$ cat src/rtl/mem_access_unit.sv
// Load/store stage: accepts one op, issues at most one data-bus request, and
// returns a writeback bundle. Misaligned accesses never reach the bus.
module mem_access_unit #(
    parameter int XLEN = 64,
    parameter int ALEN = 64,
    parameter int DSTW = 5
) (
    input  logic              clk,
    input  logic              reset,
    input  logic              in_valid,
    output logic              in_ready,
    input  logic              in_memread,
    input  logic              in_memwrite,
    input  logic [1:0]        in_size,
    input  logic              in_unsigned,
    input  logic [ALEN-1:0]   in_addr,
    input  logic [XLEN-1:0]   in_wdata,
    input  logic [XLEN-1:0]   in_result,
    input  logic [ALEN-1:0]   in_pc,
    input  logic [DSTW-1:0]   in_dst,
    input  logic              in_regwrite,
    output logic              out_valid,
    input  logic              out_ready,
    output logic [XLEN-1:0]   out_regdata,
    output logic [ALEN-1:0]   out_pc,
    output logic [DSTW-1:0]   out_dst,
    output logic              out_regwrite,
    output logic              out_misalign,
    output logic              dreq_valid,
    output logic [ALEN-1:0]   dreq_addr,
    output logic [1:0]        dreq_size,
    output logic [XLEN/8-1:0] dreq_strobe,
    output logic [XLEN-1:0]   dreq_data,
    input  logic              dresp_ok,
    input  logic [XLEN-1:0]   dresp_data
);

    localparam int NBYTES = XLEN / 8;
    localparam int OFFW   = $clog2(NBYTES);

    localparam logic [1:0] IDLE = 2'd0;
    localparam logic [1:0] BUS  = 2'd1;
    localparam logic [1:0] DONE = 2'd2;

    logic [1:0]        state;
    logic              isLoadQ, isStoreQ, unsignedQ, regwriteQ, misalignQ;
    logic [1:0]        sizeQ;
    logic [ALEN-1:0]   addrQ, pcQ;
    logic [XLEN-1:0]   wdataQ, resultQ, respQ;
    logic [DSTW-1:0]   dstQ;

    logic              inMem, inAligned;
    logic [OFFW-1:0]   laneOff;
    logic [XLEN-1:0]   shifted, loadExt, storeData;
    logic [NBYTES-1:0] sizeMask;
    logic              signBit;

    assign inMem = in_memread | in_memwrite;

    // A doubleword access is never aligned on a 32-bit datapath.
    always_comb begin
        inAligned = 1'b0;
        case (in_size)
            2'd0:    inAligned = 1'b1;
            2'd1:    inAligned = ~in_addr[0];
            2'd2:    inAligned = (in_addr[1:0] == 2'b00);
            default: inAligned = (XLEN == 64) && (in_addr[2:0] == 3'b000);
        endcase
    end

    always_ff @(posedge clk or posedge reset) begin
        if (reset) begin
            state     <= IDLE;
            isLoadQ   <= 1'b0;
            isStoreQ  <= 1'b0;
            unsignedQ <= 1'b0;
            regwriteQ <= 1'b0;
            misalignQ <= 1'b0;
            sizeQ     <= '0;
            addrQ     <= '0;
            pcQ       <= '0;
            wdataQ    <= '0;
            resultQ   <= '0;
            respQ     <= '0;
            dstQ      <= '0;
        end else begin
            case (state)
                IDLE: begin
                    if (in_valid) begin
                        isStoreQ  <= in_memwrite;
                        isLoadQ   <= in_memread & ~in_memwrite;
                        unsignedQ <= in_unsigned;
                        regwriteQ <= in_regwrite;
                        misalignQ <= inMem & ~inAligned;
                        sizeQ     <= in_size;
                        addrQ     <= in_addr;
                        pcQ       <= in_pc;
                        wdataQ    <= in_wdata;
                        resultQ   <= in_result;
                        dstQ      <= in_dst;
                        state     <= (inMem && inAligned) ? BUS : DONE;
                    end
                end
                BUS: begin
                    if (dresp_ok) begin
                        respQ <= dresp_data;
                        state <= DONE;
                    end
                end
                DONE: begin
                    if (out_ready) state <= IDLE;
                end
                default: state <= IDLE;
            endcase
        end
    end

    assign laneOff = addrQ[OFFW-1:0];
    assign shifted = respQ >> {laneOff, 3'b000};

    always_comb begin
        case (sizeQ)
            2'd0:    storeData = {NBYTES{wdataQ[7:0]}};
            2'd1:    storeData = {(NBYTES/2){wdataQ[15:0]}};
            2'd2:    storeData = {(NBYTES/4){wdataQ[31:0]}};
            default: storeData = wdataQ;
        endcase
    end

    always_comb begin
        sizeMask = '0;
        for (int i = 0; i < NBYTES; i++) sizeMask[i] = (i < (1 << sizeQ));
    end

    always_comb begin
        case (sizeQ)
            2'd0:    signBit = shifted[7];
            2'd1:    signBit = shifted[15];
            2'd2:    signBit = shifted[31];
            default: signBit = shifted[XLEN-1];
        endcase
    end

    // Bits above the access width are filled with the sign bit unless unsigned.
    always_comb begin
        loadExt = '0;
        for (int i = 0; i < XLEN; i++)
            loadExt[i] = (i < (8 << sizeQ)) ? shifted[i] : (~unsignedQ & signBit);
    end

    assign in_ready     = (state == IDLE);
    assign dreq_valid   = (state == BUS);
    assign out_valid    = (state == DONE);
    assign dreq_addr    = addrQ & ~ALEN'(NBYTES - 1);
    assign dreq_size    = sizeQ;
    assign dreq_data    = storeData;
    assign dreq_strobe  = isStoreQ ? (sizeMask << laneOff) : '0;
    assign out_regdata  = misalignQ ? '0 : (isLoadQ ? loadExt : resultQ);
    assign out_regwrite = regwriteQ & ~misalignQ;
    assign out_misalign = misalignQ;
    assign out_pc       = pcQ;
    assign out_dst      = dstQ;

endmodule

$ cat config.mk
export PLATFORM = sky130hd
export DESIGN_NAME = mem_access_unit
export DESIGN_NICKNAME = d
export VERILOG_FILES = /design/src/rtl/mem_access_unit.sv
export SDC_FILE = /design/constraint.sdc
export NUM_CORES = 1
export LEC_CHECK = 0
export ABC_AREA = 1
export CAP_MARGIN = 10
export CORE_AREA = 2 2 240 242
export CTS_CLUSTER_SIZE = 40
export DETAILED_ROUTE_END_ITERATION = 12
export DIE_AREA = 0 0 242 244
export SYNTH_ARGS = -nofsm -noshare
export SYNTH_HDL_FRONTEND = slang
export SYNTH_SLANG_ARGS = --single-unit
export TNS_END_PERCENT = 100
$ cat constraint.sdc
create_clock -name clk -period 16.3 [get_ports clk]
set_input_delay 3.26 -clock clk [delete_from_list [all_inputs] [get_ports clk]]
set_output_delay 3.26 -clock clk [all_outputs]
set_load 0.05 [all_outputs]
==> results.json <==
{
  "run_status": "complete, no violations",
  "yosys_warnings": 0,
  "first_global_vias": 16800,
  "hold_viol_final": 0,
  "wl_met2_um": 35100,
  "synth_top_family_by_area": "simple AND/OR/NAND/NOR gates",
  "async_reset_ff_frac": 1.00,
  "highest_layer": "met5",
  "ant_nets": 0,
  "end_kind": "primary output",
  "clkSinkCount": 334,
  "cts_resized": 0,
  "io_buffers": 608,
  "insertion_delay_ns": 0.56,
  "start_util": 0.296,
  "synth-edff-count": 0,
  "avgRoutedWirePerCell_um": 21.6,
  "coreArea_um2": 56200,
  "drv_cap": 0,
  "worstMarginPinSlew_ns": 1.17,
  "drtIter0Drc": 1355,
  "gp_congestion": 0.982,
  "post-route-min-period_ns": 8.30,
  "drive_gt1_frac": 0.0371,
  "syn_avg_cell_area_um2": 7.43,
  "syn_area_um2": 16700,
  "mostFrequentLayoutCell": "nand2_1",
  "ctsLongestPathBuffers": 3,
  "dieArea_um2": 59000,
  "cts_buffers": 41,
  "fp-row-count": 87,
  "boundaryPins": 612,
  "maxSlewViolCount": 0,
  "layout.nets": 3032,
  "yosysSeqAreaShare": 0.502,
  "drc": 0,
  "vias": 16900,
  "netlist_instances": 2241,
  "met3WireLength_um": 6970,
  "clk_pin_slew_worst_paths_ns": 0.06,
  "drt_wl_total_um": 75300,
  "grt_max_degree": 131,
  "worstPathRequired_ns": 13.04,
  "place_hpwl_um": 57100,
  "cp-start-kind": "flip-flop",
  "via_per_inst": 4.83,
  "synth_compound_area_frac": 0.134,
  "wl_met1_um": 30000,
  "syn2layout_area_growth_pct": 44.8,
  "rsz0062_at_grt": "no",
  "worst-setup-path-type": "reg2out",
  "synth_mux_area_frac": 0.00180,
  "worstPathMaxFanout": 49,
  "hold_path.class": "reg2reg",
  "htree_levels": 2,
  "clock_skew_ns": 0.0170,
  "cts_tree": "yes",
  "ys_dominant_reg_cell": "dfrtp_1",
  "arrival_ns": 5.04,
  "grt_usage": 0.249,
  "grt_pass1_wl_um": 111000,
  "firstDrtPassIters": 6,
  "setup-violations-final": 0,
  "antenna_found_initial": 16,
  "die_w_um": 242,
  "synth-simple-area-share": 0.264,
  "grt_overflow_total": 0,
  "slew-limit-headroom": 0.214,
  "ys_types": 32,
  "setup_tns_ns": 0,
  "fin_crit_sh": 0.509,
  "cts-root-buf": "clkbuf_16",
  "synth-xor-area-share": 0,
  "synth_seq_cells": 334,
  "die_height_um": 244,
  "cts_setup_buffers": 0,
  "cts_hold_buf": 0,
  "synth-adder-area-share": 0,
  "timing.fmax_mhz": 120,
  "final_cell_mix": "1044 x nand2_1, 608 x clkdlybuf4s50_1, 331 x dfrtp_1"
}
## cells by family after synthesis
logic type / Yosys count
other: 1
AO/OA/AOI/OAI: 414
multiplexers: 3
flip-flops: 334
buffers and inverters: 344
AND/OR/NAND/NOR: 1145
## synth_stat cells (all sizes together), types with 2 or more instances
master     n  share of area
a21oi     89          0.027
nor2      35         0.0086
clkbuf    92          0.021
a31oi      3         0.0011
dfrtp    334           0.50
nand2   1048           0.24
clkinv     3        0.00068
o211ai    20         0.0090
inv      126          0.028
nand3     57          0.017
o21ai    265          0.080
o31ai      7         0.0032
o221ai     9         0.0047
nor3       2        0.00060
buf      123          0.048
and3       2        0.00075
o22ai     14         0.0053
mux2i      3         0.0018
a221oi     6         0.0032
## stage by stage
step	cells	hold slack, ns	utilization	setup slack [ns]	cell area [um2]
final	3494	0.475	0.429	8.00	24100
after global routing	3492	0.495	0.429	7.69	24100
after CTS	3482	0.478	0.429	7.97	24100
after detailed placement	3409	0.461	0.404	8.58	22700
after global placement	3409	0.461	0.404	8.78	22700
after floorplan	2243	0.444	-	3.79	16700
## worst paths after layout
path / slack (ns) / startpoint / end / cells after the start
worst max-delay path: 8.00 / dreq_size[1]$_DFFE_PP0P_ / out_regdata[52] / 9
worst min register to register: 0.47 / resultQ[62]$_DFFE_PP0P_ / resultQ[62]$_DFFE_PP0P_ / 2
worst max register to register: 12.61 / state[0]$_DFFE_PP0P_ / wdataQ[37]$_DFFE_PP0P_ / 5
worst min-delay path: 0.47 / resultQ[62]$_DFFE_PP0P_ / resultQ[62]$_DFFE_PP0P_ / 2
max in group asynchronous: 11.31 / reset / addrQ[2]$_DFFE_PP0P_ / 3
min in group asynchronous: 3.29 / reset / resultQ[24]$_DFFE_PP0P_ / 2
## metal layers
layer | vias up | GRT usage
met4 | 10 | 0.108
met1 | 8072 | 0.303
met2 | 725 | 0.402
met5 | - | 0
met3 | 159 | 0.0831
li1 | 7918 | -
## sequential cells by signal, summed over array words and instances (netlist names), 2 cells and up
register and flops:
respQ 64, addrQ 64, out_dst 5, state 2, resultQ 64, dreq_size 2
wdataQ 64, out_pc 64
## critical path, stage by stage, from the launching register on
cell and delay (ns):
dfrtp_1 0.92, nand2_2 0.84, inv_2 0.93, a21oi_1 0.09, nand3_1 0.15, nand2_2 0.10, nand2_4 0.26, nand2_1 0.13
a21oi_1 0.17, clkdlybuf4s50_1 0.84
## area by class of cell
type | instances | area (um2)
antenna | 12 | 30.0
sequential | 334 | 8360
clock inverter | 17 | 218
timing repair buffer | 625 | 6210
inverter | 129 | 499
tap | 756 | 946
multi-input combinational | 1565 | 6680
clock buffer | 56 | 1160
fill | 5786 | 32100
Power is left out: the tool's default activity adds up to more than one toggle a clock period on the data nets, which glitch-free logic cannot reach.
